`src/rtl/fifo_core_sc.sv`:
```
`default_nettype none
// ============================================================================
// Module   : fifo_core_sc
// Purpose  : Single-clock FIFO with wrap-bit pointers and combinational flags.
// Revision : 1.0
// ============================================================================
module fifo_core_sc #(
    parameter int WIDTH = 8,
    parameter int SIZE  = 8
) (
    input  logic             clk,
    input  logic             arst_n,
    input  logic             w_en,
    input  logic [WIDTH-1:0] data_in,
    input  logic             r_en,
    output logic [WIDTH-1:0] data_out,
    output logic             full,
    output logic             empty,
    output logic [SIZE:0]    wr_ptr,
    output logic [SIZE:0]    rd_ptr,
    output logic [SIZE:0]    count
);

    localparam int DEPTH = 2 ** SIZE;

    logic [WIDTH-1:0] mem [DEPTH];
    logic             w_acc;
    logic             r_acc;

    // Equal low bits with differing wrap bits means the writer is a full lap ahead.
    assign empty = (wr_ptr == rd_ptr);
    assign full  = (wr_ptr[SIZE] != rd_ptr[SIZE]) &&
                   (wr_ptr[SIZE-1:0] == rd_ptr[SIZE-1:0]);
    assign count = wr_ptr - rd_ptr;

    assign w_acc = w_en & ~full;
    assign r_acc = r_en & ~empty;

    // Storage has no reset so it maps onto block RAM.
    always_ff @(posedge clk) begin
        if (w_acc) begin
            mem[wr_ptr[SIZE-1:0]] <= data_in;
        end
    end

    always_ff @(posedge clk or negedge arst_n) begin
        if (!arst_n) begin
            wr_ptr   <= '0;
            rd_ptr   <= '0;
            data_out <= '0;
        end else begin
            if (w_acc) begin
                wr_ptr <= wr_ptr + (SIZE+1)'(1);
            end
            if (r_acc) begin
                data_out <= mem[rd_ptr[SIZE-1:0]];
                rd_ptr   <= rd_ptr + (SIZE+1)'(1);
            end
        end
    end

endmodule
`default_nettype wire

```
`config.mk`:
```
export PLATFORM = sky130hd
export DESIGN_NAME = fifo_core_sc
export DESIGN_NICKNAME = d
export VERILOG_FILES = /design/src/rtl/fifo_core_sc.sv
export SDC_FILE = /design/constraint.sdc
export NUM_CORES = 2
export LEC_CHECK = 0
export ABC_AREA = 1
export BUFFER_PORTS_ARGS = -buffer_cell sky130_fd_sc_hd__buf_2
export CORE_MARGIN = 2
export CORE_UTILIZATION = 41
export CTS_CLUSTER_DIAMETER = 50
export CTS_CLUSTER_SIZE = 16
export DETAILED_ROUTE_END_ITERATION = 16
export PLACE_DENSITY = 0.58
export SYNTH_ARGS = -nofsm -noshare
export SYNTH_HDL_FRONTEND = slang
export SYNTH_SLANG_ARGS = --single-unit
export TNS_END_PERCENT = 50
```
`constraint.sdc`:
```
create_clock -name clk -period 4.6 [get_ports clk]
set_input_delay 0.92 -clock clk [delete_from_list [all_inputs] [get_ports clk]]
set_output_delay 0.92 -clock clk [all_outputs]
set_load 0.005 [all_outputs]
```
# Word-level counts from Yosys, hierarchy flattened
# Memory sizes are Yosys's and may differ from the RTL's. A register that Yosys moved wholly into a read port is not among the register bits.
# Cells that the tools add are included.
[op_classes]
n_eq_ne = 3
n_addsub = 3
reduce_logical = 2
bitwise = 4
muxes = 2
[op_table]
columns = ["cell", "n"]
rows = [
  ["9-bit by 1-bit adder with 9-bit output (second input constant)", 2],
  ["9-bit equality test", 1],
  ["9-bit subtractor", 1],
  ["8-bit equality test", 1],
  ["1-bit bitwise AND", 2],
  ["1-bit two-way mux", 2],
  ["1-bit inverter", 2],
  ["1-bit logical AND", 1],
  ["1-bit zero test", 1],
  ["1-bit inequality test", 1],
]
[word_totals]
word_cells = 17
n_memories = 1
output_inout_bits = 37
reg_bits = 18
mem_bits_rw = 2048
[memory_table]
columns = ["name", "words", "width", "read_ports", "rd_clocked_by_memory_dff", "write_ports", "line_no", "rtl"]
rows = [
  ["mem", 256, 8, 1, 1, 1, "26", "logic [WIDTH-1:0] mem [DEPTH];"],
]

# Depth between registers and ports, before layout
[logic_depth]
depth_word = 6
mapped_depth = 21

# Worst setup path after synthesis
# Ideal clock, no wire load.
[synth_path]
path_type = "reg2reg"
start = "reg rd_ptr[2]"
end = "mem mem[191][0] (enable)"
required_time_ns = 4.217
path_stages_with_launch = 15
slack_ns = 1.214
arrival_ns = 3.003
synth_period_minus_slack_ns = 3.386
n_path_buf = 3
path_cell_list = "dfrtp_1 > buf_2 > clkinv_1 > clkbuf_1 > clkbuf_1 > ha_1 > nand2_1 > inv_1 > nand4_1 > nor2_1 > inv_1 > nand2_1 > nor3_1 > clkinv_1 > nor3_1"
[synth_between]
elab_chain_cells = 6
[synth_lines]
columns = ["element", "line_no", "rtl"]
rows = [
  ["start: declaration", "20", "output logic [SIZE:0] rd_ptr,"],
  ["start signal: assignment", "57", "rd_ptr <= rd_ptr + (SIZE+1)'(1);"],
  ["8-bit equality test", "33", "(wr_ptr[SIZE-1:0] == rd_ptr[SIZE-1:0]);"],
  ["1-bit logical AND", "32", "assign full = (wr_ptr[SIZE] != rd_ptr[SIZE]) &&"],
  ["named net full", "17", "output logic full,"],
  ["1-bit inverter", "36", "assign w_acc = w_en & ~full;"],
  ["1-bit bitwise AND", "36", ""],
  ["1-bit two-way mux", "41", "if (w_acc) begin"],
  ["1-bit two-way mux (implied by the code)", "42", "mem[wr_ptr[SIZE-1:0]] <= data_in;"],
  ["end: declaration", "26", ""],
]
# The timed path passes the listed nets, and every way through them passes these cells.

# Worst setup path in the final report
[layout_path]
start = "reg rd_ptr[1]"
end = "out count[6]"
[layout_between]
elab_chain_cells = 1
[layout_lines]
columns = ["element", "line_no", "rtl"]
rows = [
  ["9-bit subtractor", "34", "assign count = wr_ptr - rd_ptr;"],
  ["end: declaration", "21", "output logic [SIZE:0] count"],
]
# Every way passes these cells.

==> impl_metrics.json <==
{
  "outcome": "complete, no violations",
  "port-buffer-count": 48,
  "placed_area_mm2": 0.0903,
  "drive_gt1_share_pct": 6.48,
  "area_growth_pct": 10.9,
  "yosys_register_bits": 2074,
  "clkPwrFrac_pct": 27.2,
  "seqPwrFrac_pct": 36.4,
  "clk_latency_ns": 0.86,
  "row_count": 169,
  "timing.final.crit_share_pct": 95.1,
  "ioPinCount": 49,
  "core-area_mm2": 0.211,
  "yosys_warnings": 0,
  "synthArstFlopShare_pct": 1.25,
  "ys_top_cells_by_count": "edfxtp_1, nand2_1, nor2_1",
  "numCtsBuffers": 183,
  "synth_fp_nets": 7978,
  "hold_buffers": 0,
  "hpwl_mm": 145,
  "synthCells": 7952,
  "fmax_mhz": 229,
  "fin_skew_ns": 0.0454,
  "dp_slack_ns": 0.937,
  "grt.total_usage_pct": 22.9,
  "cp-end-kind": "primary output",
  "required_ns": 3.68,
  "ys.flop_type": "edfxtp_1",
  "fin_crit_ns": 4.37,
  "worst_path_max_delay_cell": "dfrtp_4",
  "setup_viol": 0,
  "gp_congestion": 0.885,
  "die_y_um": 465,
  "leakage_uw": 0.0353,
  "drt_wl_total_mm": 251,
  "via_count": 57741,
  "cap_violations": 0,
  "rsz0062_at_grt": "no",
  "grt_pass1_wl_mm": 370,
  "r2r_setup_slack_ns": 0.88,
  "cts_resized": 0,
  "ys_types": 27,
  "p_int_uw": 35100,
  "ant_nets": 0,
  "max_stage_delay_ns": 0.55,
  "grt_max_degree": 205,
  "r2r_end": "data_out[1]",
  "maxSlewViolCount": 0,
  "hp-class": "in -> async",
  "peakVddDrop_mv": 0.651,
  "p_per_area_mw_per_mm2": 607,
  "die_w_um": 465,
  "drc": 0,
  "path_max_fanout": 42,
  "seq_area_frac_synth_pct": 71.5,
  "clock-sinks": 2074,
  "grt_pass1_vias": 55579,
  "first_pass_iters": 6,
  "hold_viol_final": 0,
  "synth.area.top_cells": "edfxtp_1, nand2_1, nor2_1, nand3_1, o21ai_0",
  "synth.most_common_cell": "edfxtp_1",
  "worstReg2RegStart": "rd_ptr[0]",
  "globalRouteOverflowTotal": 0,
  "pwr-share-comb_pct": 36.4,
  "antenna_found_initial": 10,
  "crit_type": "reg -> out",
  "die-area_mm2": 0.216,
  "worstPathCellList": "buf_4 > fa_1 > o21ai_0 > nand3_1 > nand2_1 > xor2_1 > buf_2",
  "htree_levels": 4,
  "cp-start-kind": "flip-flop",
  "worst_slack_ns": 0.226,
  "critPathArrivalTime_ns": 3.45,
  "start_util_pct": 41.1,
  "synth-edff-count": 2048,
  "worstSetupStartpoint": "rd_ptr[1]",
  "p_sw_share_pct": 40.1,
  "synth_area_mm2": 0.0870,
  "final_area_mm2": 0.0965,
  "first_iter_violations": 7023,
  "post-cts-setup-buffers": 0,
  "viasPerCell": 5.33,
  "nNetsFinal": 7899,
  "cts_root_buf": "clkbuf_16",
  "yosys.area.top_type": "edfxtp_1",
  "synth_top_area_share_pct": 70.7,
  "clock_path_buffers": 3,
  "power_switching_uw": 23500,
  "avgSynthCellArea_um2": 10.9,
  "clkTransAtPathRegs_ns": 0.07,
  "tightest_slew_ns": 1.20,
  "report.power.total_uw": 58500,
  "routedWlPerCell_um": 23.2,
  "tritoncts": "built",
  "slew_headroom_pct": 20.3,
  "r2r_cells": 15,
  "finalSetupTns_ns": 0
}
-- area by class of cell --
type / instances / area [um2]
sequential: 2074 / 62200
clock inverter: 113 / 1340
inverter: 504 / 1920
timing repair buffer: 201 / 2010
multi-input combinational: 4909 / 20700
antenna: 3 / 7.51
clock buffer: 213 / 4810
fill: 19446 / 115000
tap: 2821 / 3530
-- worst max path at each step --
| stage | cells after the start | slack [ns] | to |
|---|---|---|---|
| 3_5_place_dp | 12 | 0.94 | data_out[1] |
| 5_1_grt | 13 | 0.008 | count[7] |
| 6_report | 7 | 0.23 | count[6] |
| 4_1_cts | 7 | 0.22 | count[6] |
| 2_1_floorplan | 14 | 1.21 | mem[191][0] |
| 3_3_place_gp | 15 | 0.88 | data_out[1] |
-- routing by layer --
layer | track usage, % | share of wire [%]
met1 | 32.2 | 42
met4 | 8.67 | 3.9
met5 | 0 | 0.0099
met2 | 35.8 | 46
met3 | 3.75 | 8.0
-- metrics by stage --
stage / cells / util [%] / hold slack (ns)
floorplan: 7952 / - / 0.500
global placement: 10509 / 42.7 / 0.556
detailed placement: 10509 / 42.7 / 0.542
CTS: 10835 / 45.6 / 0.128
global route: 10836 / 45.6 / 0.178
finish: 10838 / 45.6 / 0.162
-- cell usage in the layout (no fill, tap or decap), types with 22 or more instances in the layout --
| master | n |
|---|---|
| a21oi_1 | 82 |
| buf_12 | 43 |
| buf_2 | 40 |
| buf_4 | 110 |
| clkbuf_1 | 24 |
| clkbuf_16 | 188 |
| clkinv_1 | 32 |
| dfrtp_1 | 22 |
| edfxtp_1 | 2048 |
| inv_1 | 477 |
| nand2_1 | 2014 |
| nand3_1 | 626 |
| nor2_1 | 1424 |
| o211ai_1 | 54 |
| o21ai_0 | 545 |
| o21ai_1 | 75 |
-- registers in the layout, summed over array words and instances (netlist names) --
signal,count
mem,2048
rd_ptr,9
wr_ptr,9
data_out,8
-- power by group through the flow --
stage	sequential (uW)	combinational [uW]	clock (uW)
after floorplan	21600	13200	0
after global placement	21700	21100	0
after detailed placement	21700	21100	0
after CTS	21300	21100	16100
after global routing	21300	23200	16800
final	21300	21300	15900
-- worst max-delay path: cells and delay by family, from the launching register on --
kind	cells	cell delay [ns]
adder cells (fa/ha/maj)	1	0.50
XOR/XNOR	1	0.32
AO/OA/AOI/OAI	1	0.44
AND/OR/NAND/NOR	2	0.24
flip-flops	1	0.55
buffers and inverters	2	0.51
-- logic make-up after synthesis --
logic type	Yosys count	synth area share [%]
AND/OR/NAND/NOR	4099	18.7
buffers and inverters	969	4.78
adder cells (fa/ha/maj)	14	0.210
AO/OA/AOI/OAI	772	4.62
flip-flops	2074	71.5
XOR/XNOR	24	0.242
Power figures use the tool's default switching activity.
